--- config.mk ---
export PLATFORM = sky130hd
export DESIGN_NAME = jtframe_dwnld_seq
export DESIGN_NICKNAME = d
export VERILOG_FILES = /design/src/rtl/jtframe_dwnld_pkg.sv /design/src/rtl/jtframe_dwnld_fifo.sv /design/src/rtl/jtframe_dwnld_seq.sv
export SDC_FILE = /design/constraint.sdc
export NUM_CORES = 1
export LEC_CHECK = 0
export CORE_MARGIN = 2
export CORE_UTILIZATION = 50
export DETAILED_ROUTE_END_ITERATION = 8
export PLACE_DENSITY_LB_ADDON = 0.2
export SYNTH_ARGS = -nofsm -noshare
export SYNTH_HDL_FRONTEND = slang
export SYNTH_SLANG_ARGS = --single-unit
export TNS_END_PERCENT = 50
--- constraint.sdc ---
create_clock -name clk_rom -period 4.3 [get_ports clk_rom]
set_clock_uncertainty 0.15 [all_clocks]
set_input_delay 0.43 -clock clk_rom [delete_from_list [all_inputs] [get_ports clk_rom]]
set_output_delay 0.43 -clock clk_rom [all_outputs]
set_load 0.01 [all_outputs]
--- src/rtl/jtframe_dwnld_pkg.sv ---
// Shared types for the ioctl-to-SDRAM download sequencer.
package jtframe_dwnld_pkg;

  localparam logic [1:0] MASK_LO = 2'b10;
  localparam logic [1:0] MASK_HI = 2'b01;

  typedef struct packed {
    logic [1:0]  bank;
    logic [21:0] addr;
    logic [1:0]  mask;
    logic [7:0]  data;
  } prog_entry_t;

  typedef enum logic [1:0] {IDLE, WAIT, GAP} seq_state_t;

endpackage

--- src/rtl/jtframe_dwnld_fifo.sv ---
// Small synchronous FIFO of decoded SDRAM byte writes; a full FIFO still
// accepts a push when a pop happens in the same cycle.
module jtframe_dwnld_fifo
  import jtframe_dwnld_pkg::*;
#(
  parameter int AW = 2
)(
  input  logic        clk,
  input  logic        rst,
  input  logic        push,
  input  prog_entry_t din,
  input  logic        pop,
  output prog_entry_t dout,
  output logic        full,
  output logic        empty
);
  localparam int DEPTH = 2**AW;

  prog_entry_t   mem [DEPTH];
  logic [AW-1:0] wr_ptr, rd_ptr;
  logic [AW:0]   cnt;
  logic          do_push, do_pop;

  assign empty   = (cnt == '0);
  assign full    = (cnt == (AW+1)'(DEPTH));
  assign do_pop  = pop && !empty;
  assign do_push = push && (!full || do_pop);
  assign dout    = mem[rd_ptr];

  always_ff @(posedge clk) begin
    if (rst) begin
      wr_ptr <= '0;
      rd_ptr <= '0;
      cnt    <= '0;
    end else begin
      if (do_push) wr_ptr <= wr_ptr + 1'b1;
      if (do_pop)  rd_ptr <= rd_ptr + 1'b1;
      cnt <= cnt + (AW+1)'(do_push) - (AW+1)'(do_pop);
    end
  end

  // storage needs no reset: the pointers define what is valid
  always_ff @(posedge clk)
    if (do_push) mem[wr_ptr] <= din;

endmodule

--- src/rtl/jtframe_dwnld_seq.sv ---
// ioctl download to SDRAM programming port: bank decode, byte buffering,
// single-byte write handshake and the busy/settle tail.
module jtframe_dwnld_seq
  import jtframe_dwnld_pkg::*;
#(
  parameter logic [24:0] BA1_START   = 25'h040000,
  parameter logic [24:0] BA2_START   = 25'h080000,
  parameter logic [24:0] BA3_START   = 25'h0C0000,
  parameter int          FIFO_AW     = 2,
  parameter logic [7:0]  POST_CYCLES = 8'd64
)(
  input  logic        clk_rom,
  input  logic        rst,
  input  logic        downloading,
  input  logic [24:0] ioctl_addr,
  input  logic [7:0]  ioctl_data,
  input  logic        ioctl_wr,
  output logic [21:0] prog_addr,
  output logic [7:0]  prog_data,
  output logic [1:0]  prog_mask,
  output logic [1:0]  prog_bank,
  output logic        prog_we,
  input  logic        prog_rdy,
  output logic        dwnld_busy,
  output logic        fifo_ovf
);
  prog_entry_t in_entry, head;
  seq_state_t  state, state_nxt;
  logic [22:0] off;
  logic [7:0]  tail_cnt;
  logic        push, pop, full, empty, drop;
  logic        dl_q, dl_rise, tail_go;

  // first match wins, highest bank first; offset wraps at 8 MB per bank
  always_comb begin
    in_entry = '0;
    off      = '0;
    if (ioctl_addr >= BA3_START) begin
      in_entry.bank = 2'd3;
      off = 23'(ioctl_addr - BA3_START);
    end else if (ioctl_addr >= BA2_START) begin
      in_entry.bank = 2'd2;
      off = 23'(ioctl_addr - BA2_START);
    end else if (ioctl_addr >= BA1_START) begin
      in_entry.bank = 2'd1;
      off = 23'(ioctl_addr - BA1_START);
    end else begin
      in_entry.bank = 2'd0;
      off = ioctl_addr[22:0];
    end
    in_entry.addr = off[22:1];
    in_entry.mask = off[0] ? MASK_HI : MASK_LO;
    in_entry.data = ioctl_data;
  end

  assign push = ioctl_wr && downloading;
  assign drop = push && full && !pop;

  jtframe_dwnld_fifo #(.AW(FIFO_AW)) u_fifo (
    .clk   (clk_rom),
    .rst   (rst),
    .push  (push),
    .din   (in_entry),
    .pop   (pop),
    .dout  (head),
    .full  (full),
    .empty (empty)
  );

  always_comb begin
    state_nxt = state;
    pop       = 1'b0;
    case (state)
      IDLE: if (!empty) begin
        pop       = 1'b1;
        state_nxt = WAIT;
      end
      WAIT:    if (prog_rdy) state_nxt = GAP;
      GAP:     state_nxt = IDLE;
      default: state_nxt = IDLE;
    endcase
  end

  always_ff @(posedge clk_rom) begin
    if (rst) state <= IDLE;
    else     state <= state_nxt;
  end

  always_ff @(posedge clk_rom) begin
    if (rst) begin
      prog_we   <= 1'b0;
      prog_addr <= '0;
      prog_data <= '0;
      prog_mask <= 2'b11;
      prog_bank <= '0;
    end else if (pop) begin
      {prog_bank, prog_addr, prog_mask, prog_data} <= head;
      prog_we <= 1'b1;
    end else if (state == WAIT && prog_rdy) begin
      prog_we <= 1'b0;
    end
  end

  assign dl_rise = downloading && !dl_q;
  // counter sits loaded until everything has drained, then counts down
  assign tail_go = !downloading && empty && (state == IDLE);

  always_ff @(posedge clk_rom) begin
    if (rst) begin
      dl_q       <= 1'b0;
      dwnld_busy <= 1'b0;
      fifo_ovf   <= 1'b0;
      tail_cnt   <= '0;
    end else begin
      dl_q     <= downloading;
      fifo_ovf <= (fifo_ovf && !dl_rise) || drop;
      if (downloading) dwnld_busy <= 1'b1;
      if (!tail_go) begin
        tail_cnt <= POST_CYCLES;
      end else if (dwnld_busy) begin
        if (tail_cnt <= 8'd1) dwnld_busy <= 1'b0;
        if (tail_cnt != 8'd0) tail_cnt <= tail_cnt - 8'd1;
      end
    end
  end

endmodule

# [After elaboration in Yosys (flattened, before gate mapping)]
# Memories as Yosys holds them, arrays and structs flattened. A register that Yosys moved wholly into a read port is not among the register bits.
# Cells that the tools add are included.
[op_classes] add_sub_neg=8 n_lt_le_gt_ge=4 n_eq_ne=6 mux=23 bitwise_logic=1 reduce_logical=26
[ops] cell="$mux 23" count=3
[ops] cell="$ge 25x20->1 const B" count=2
[ops] cell="$sub 23x20->23 const B" count=2
[ops] cell="$ge 25x19->1 const B" count=1
[ops] cell="$sub 23x19->23 const B" count=1
[ops] cell="$mux 7" count=3
[ops] cell="$mux 1" count=11
[ops] cell="$logic_and 1x1->1" count=10
[ops] cell="$mux 2" count=5
[ops] cell="$le 8x1->1 const B" count=1
[ops] cell="$reduce_bool 8->1" count=1
[ops] cell="$sub 8x1->8 const B" count=1
[ops] cell="$logic_not 1->1" count=6
[ops] cell="$ne 2x2->1 const B" count=3
[ops] cell="$reduce_and 2->1" count=3
[ops] cell="$add 2x1->2 const B" count=2
[ops] cell="$pmux 2 s2" count=1
[ops] cell="$add 3x1->3" count=1
[ops] cell="$eq 3x3->1 const B" count=1
[ops] cell="$logic_not 3->1" count=1
[ops] cell="$sub 3x1->3" count=1
[ops] cell="$eq 2x1->1 const B" count=1
[ops] cell="$logic_not 2->1" count=1
[ops] cell="$logic_or 1x1->1" count=2
[ops] cell="other kinds (4)" count=4
[word_totals] reg_bits=21 ram_bits=136 inputBits=38 output_inout_bits=37 elab_cells=79 n_memories=1
[memory_table] name="u_fifo.mem" words=4 width=34 read_ports=1 rd_clocked_by_memory_dff=1 write_ports=1 line="jtframe_dwnld_fifo.sv:19" text="prog_entry_t mem [DEPTH];"

# [Logic depth before layout (Yosys ltp)]
[logic_depth] word_depth=8 depth_mapped=10 ltp_nobuf=9

# [Modules after synthesis]
# Synthesis repeated with hierarchy kept, for this count alone.
[hier_totals] cells_unflattened=501 hier_area_um2=7597.3
[modules_own_cells] module="jtframe_dwnld_fifo" n_inst=1 cells_each=225 area_per_inst_um2=5412.7 seq_area_each_um2=4264.1
[modules_own_cells] module="jtframe_dwnld_seq" n_inst=1 cells_each=276 area_per_inst_um2=2184.6 seq_area_each_um2=960.9

# [Least setup slack after synthesis]
# No wires, ideal clock.
[synth_path] path_type="reg-to-reg" startpoint="reg state[1]" endpoint="mem u_fifo.mem[0][0] (netlist bit) (enable)" setup_time_ps=394 arrival_time_ps=1845 t_required_ps=3756 slack_ps=1910 path_stages_with_launch=5 n_path_buf=0 synth_period_minus_slack_ps=2390 cell_sequence="dfxtp_1 -> nor2_1 -> nor3_1 -> a21oi_1 -> and2_1"
[synth_via] elab_chain_len=7
[synth_rtl] item="from (decl)" line="jtframe_dwnld_seq.sv:28" text="seq_state_t state, state_nxt;"
[synth_rtl] item="from (signal assigned)" line="jtframe_dwnld_seq.sv:86" text="else state <= state_nxt;"
[synth_rtl] item="$logic_not 2->1" line="jtframe_dwnld_seq.sv:73" text="case (state)"
[synth_rtl] item="$mux 1" line="jtframe_dwnld_seq.sv:73"
[synth_rtl] item="$logic_and 1x1->1" line="jtframe_dwnld_fifo.sv:26" text="assign do_pop = pop && !empty;"
[synth_rtl] item="$logic_or 1x1->1" line="jtframe_dwnld_fifo.sv:27" text="assign do_push = push && (!full || do_pop);"
[synth_rtl] item="$logic_and 1x1->1" line="jtframe_dwnld_fifo.sv:27"
[synth_rtl] item="net u_fifo.do_push" line="jtframe_dwnld_fifo.sv:22" text="logic do_push, do_pop;"
[synth_rtl] item="$mux 1" line="jtframe_dwnld_fifo.sv:44" text="if (do_push) mem[wr_ptr] <= din;"
[synth_rtl] item="$mux 1 (implied by the code)" line="jtframe_dwnld_fifo.sv:44"
[synth_rtl] item="to (decl)" line="jtframe_dwnld_fifo.sv:19"
# The timed path passes the listed nets, and every way through them passes these cells.

==> impl_metrics.py <==
metrics = {
    "synthesis": {
        "postSynth.asyncResetShare_pct": 0,
        "netlist.top_cell.by_area": "sky130_fd_sc_hd__edfxtp_1",
        "yosysSeqAreaShare_pct": 69.3,
        "number_of_synthesized_flops_with_an_enable_pin": 136,
        "synth_area_um2": 7480,
        "yosys_warnings": 0,
        "dominantRegCellSynth": "sky130_fd_sc_hd__edfxtp_1",
        "postSynthCellCount": 497,
        "postSynthRegisterBits": 191,
        "yosys.area.top_type_share_pct": 54.6,
        "synthTopCellsByArea": "sky130_fd_sc_hd__edfxtp_1, sky130_fd_sc_hd__dfxtp_1, sky130_fd_sc_hd__mux4_2, sky130_fd_sc_hd__nand2_1, sky130_fd_sc_hd__a21oi_1",
        "synth.net_count": 551,
        "yosys.cell_types.count": 45,
        "per_instance_average_area_after_synthesis_um2": 15.0,
    },
    "setup_path": {
        "worst-r2r-setup-slack_ps": 1680,
        "timing.critical_path.slowest_stage_cell": "sky130_fd_sc_hd__or4_4",
        "timing.critical_path.required_ps": 4320,
        "critPathMaxFanout": 8,
        "reg_to_reg_start": "state[1]",
        "arrival_ps": 2680,
        "worst_setup_path_start_kind": "input pin",
        "timing.setup.critical_path_class": "in -> reg",
        "timing.critical_path.from": "ioctl_addr[0]",
        "timing.critical_path.slowest_cell_delay_ps": 590,
        "critical_path.cell_chain": "clkdlybuf4s50_1, or4_4, nor4_4, a21oi_2, a21o_2, xnor2_2",
        "critical_path_sink_type": "flop",
    },
    "cts": {
        "clock_sinks": 191,
        "post_cts.repair.setup_buffers": 0,
        "clock_path_buffers": 2,
        "htreeDepth": 4,
        "post_cts_resize_count": 0,
        "post_cts_hold_buffer_count": 0,
        "clock_latency_ps": 430,
        "cts_root_buffer": "sky130_fd_sc_hd__clkbuf_16",
        "clk_transition_reported_paths_ps": 60,
        "numCtsBuffers": 17,
        "tritoncts": "built",
    },
    "detailed_routing": {
        "detail_route.vias_per_cell": 5.54,
        "route.antenna.remaining_nets": 0,
        "route.final.wire_length_mm": 13.8,
        "wire_per_inst_um": 17.9,
        "dr_total_vias": 4271,
        "detail_route.iter0.violations": 350,
        "drc": 0,
        "firstDrtPassIters": 4,
    },
    "place": {
        "numPortBuffers": 74,
        "final_gp_congestion": 0.906,
        "post-dp-hpwl_mm": 8.37,
        "placedInstanceArea_um2": 8410,
    },
    "timing": {
        "finalMaxSlewViolations": 0,
        "timing.final.crit_share_pct": 61.9,
        "worstMarginPinSlew_ps": 1010,
        "setup-violations-final": 0,
        "final.setup.tns_ps": 0,
        "worst_slew_margin_rel_pct": 32.9,
        "hold_ws_ps": 301,
        "timing.fmax_mhz": 376,
        "rsz0062_at_grt": "false",
        "hold_viol": 0,
        "period_needed_ps": 2660,
    },
    "final_layout": {
        "final_cell_mix": "sky130_fd_sc_hd__edfxtp_1, sky130_fd_sc_hd__nand2_1, sky130_fd_sc_hd__clkdlybuf4s50_1, sky130_fd_sc_hd__dfxtp_1, sky130_fd_sc_hd__a21oi_1",
        "final_area_um2": 8970,
        "antennaDiodeCount": 0,
        "mostFrequentLayoutCell": "sky130_fd_sc_hd__edfxtp_1",
        "total_nets_final": 628,
        "area_growth_syn_to_layout_pct": 20.0,
        "fraction_of_final_layout_cells_sized_beyond_drive_strength_1_pct": 14.1,
        "fillers": 1095,
    },
    "die": {
        "top_level_i_o_count": 75,
        "core_um2": 14600,
        "floorplan.die_area_um2": 15900,
        "chipHeight_um": 126,
        "die_w_um": 126,
        "floorplan.rows": 44,
        "initial_core_utilization_pct": 51.3,
    },
    "global_routing": {
        "grt_overflow_total": 0,
        "first_global_vias": 4354,
        "grt_antenna_before_repair": 0,
        "grt_start_max_net_pins": 50,
        "grt.total_usage_pct": 18.8,
        "grt_first_pass_wirelength_mm": 22.4,
    },
    "power": {
        "power.share.switching_pct": 28.7,
        "leakagePower_nw": 3.01,
        "share_clk_of_total_power_pct": 29.1,
        "power_frac_comb_pct": 25.0,
        "power_per_cell_area_nw_per_um2": 572,
        "ir_drop_v": 0.000349,
        "cellInternalPower_w": 0.00367,
        "sequential_share_of_power_pct": 45.9,
        "p_switching_w": 0.00147,
        "total_power_w": 0.00514,
    },
    "hold_path": {
        "min-delay-path-class": "reg -> reg",
        "hp-start": "prog_addr[6]",
    },
    "job": {
        "maxCapViolCount": 0,
    },
    "outcome": {
        "status": "complete, no violations",
    },
}
[sequential cells by signal, summed over array words and instances, names as in the netlist]
register / flops
dl_q: 1
dwnld_busy: 1
fifo_ovf: 1
prog_addr: 22
prog_bank: 2
prog_data: 8
prog_mask: 2
prog_we: 1
state: 2
tail_cnt: 8
u_fifo.cnt: 3
u_fifo.mem: 136
u_fifo.rd_ptr: 2
u_fifo.wr_ptr: 2
[power by group through the flow]
stage / registers (W) / logic, W / clock network, W
floorplan: 0.00238 / 0.000772 / 0
global placement: 0.00239 / 0.00129 / 0
detailed placement: 0.00241 / 0.00130 / 0
CTS: 0.00237 / 0.00131 / 0.00152
global route: 0.00239 / 0.00142 / 0.00160
finish: 0.00236 / 0.00128 / 0.00149
[critical path: cells and delay by family]
family,cells,cell delay (ps)
and+or+nand+nor,2,1120
buffers and inverters,1,510
AOI/OAI and AO/OA,2,460
xor gates and xnor gates,1,160
[per-stage QoR]
| stage | util (%) | setup WS, ps | std cells |
|---|---|---|---|
| 2_1_floorplan | - | 1910 | 497 |
| 4_1_cts | 61.5 | 1650 | 771 |
| 5_1_grt | 61.5 | 1420 | 771 |
| 3_5_place_dp | 57.6 | 1200 | 739 |
| 3_3_place_gp | 57.6 | 1230 | 739 |
| 6_report | 61.5 | 1640 | 771 |
[logic make-up (layout without fill, tap and decap cells)]
| family | count (synthesis) | after routing | synth area share (%) |
|---|---|---|---|
| xor gates and xnor gates | 13 | 13 | 1.62 |
| DFF | 191 | 191 | 69.3 |
| muxes | 36 | 36 | 10.5 |
| AOI/OAI and AO/OA | 70 | 70 | 5.77 |
| and+or+nand+nor | 138 | 138 | 8.25 |
| buffers and inverters | 33 | 123 | 1.72 |
| adders and majority gates | 16 | 16 | 2.78 |
[synthesized netlist by cell type (2+ instances only)]
cell and count:
sky130_fd_sc_hd__clkbuf_1 14, sky130_fd_sc_hd__or3_1 3, sky130_fd_sc_hd__nand2_1 79, sky130_fd_sc_hd__buf_2 4, sky130_fd_sc_hd__edfxtp_1 136, sky130_fd_sc_hd__ha_1 15, sky130_fd_sc_hd__nand3_1 6, sky130_fd_sc_hd__o21a_1 2
sky130_fd_sc_hd__mux2i_1 2, sky130_fd_sc_hd__nor4_1 4, sky130_fd_sc_hd__nor3_1 8, sky130_fd_sc_hd__mux4_2 34, sky130_fd_sc_hd__o2111ai_1 2, sky130_fd_sc_hd__a211oi_1 3, sky130_fd_sc_hd__xor2_1 8, sky130_fd_sc_hd__a21oi_1 41
sky130_fd_sc_hd__nor2_1 23, sky130_fd_sc_hd__and2_1 4, sky130_fd_sc_hd__a21o_1 3, sky130_fd_sc_hd__dfxtp_1 55, sky130_fd_sc_hd__nand3b_1 2, sky130_fd_sc_hd__inv_1 13, sky130_fd_sc_hd__xnor2_1 4, sky130_fd_sc_hd__nand4_1 2
sky130_fd_sc_hd__buf_1 2, sky130_fd_sc_hd__o21ai_0 9
[final timing paths]
check | to | depth (start not counted)
min reg2reg | prog_addr[6] | 2
max | u_fifo.mem[3][27] | 6
max reg2reg | u_fifo.mem[0][31] | 4
min | prog_addr[6] | 2
[cell type report]
| class | count | area (µm²) | share of cell area [%] |
|---|---|---|---|
| Sequential cell | 191 | 5190 | 57.8 |
| Clock inverter | 11 | 109 | 1.21 |
| Clock buffer | 21 | 460 | 5.13 |
| Inverter | 13 | 48.8 | 0.544 |
| Timing Repair Buffer | 78 | 766 | 8.53 |
| Multi-Input combinational cell | 273 | 2170 | 24.2 |
| Tap cell | 184 | 230 | 2.57 |
[layer usage]
layer	GRT usage, %	share of wire [%]
met5	0	0
met4	7.50	1.8
met3	4.97	4.6
met2	30.7	50
met1	24.0	44
No activity file was read; power rests on OpenSTA's default activity.
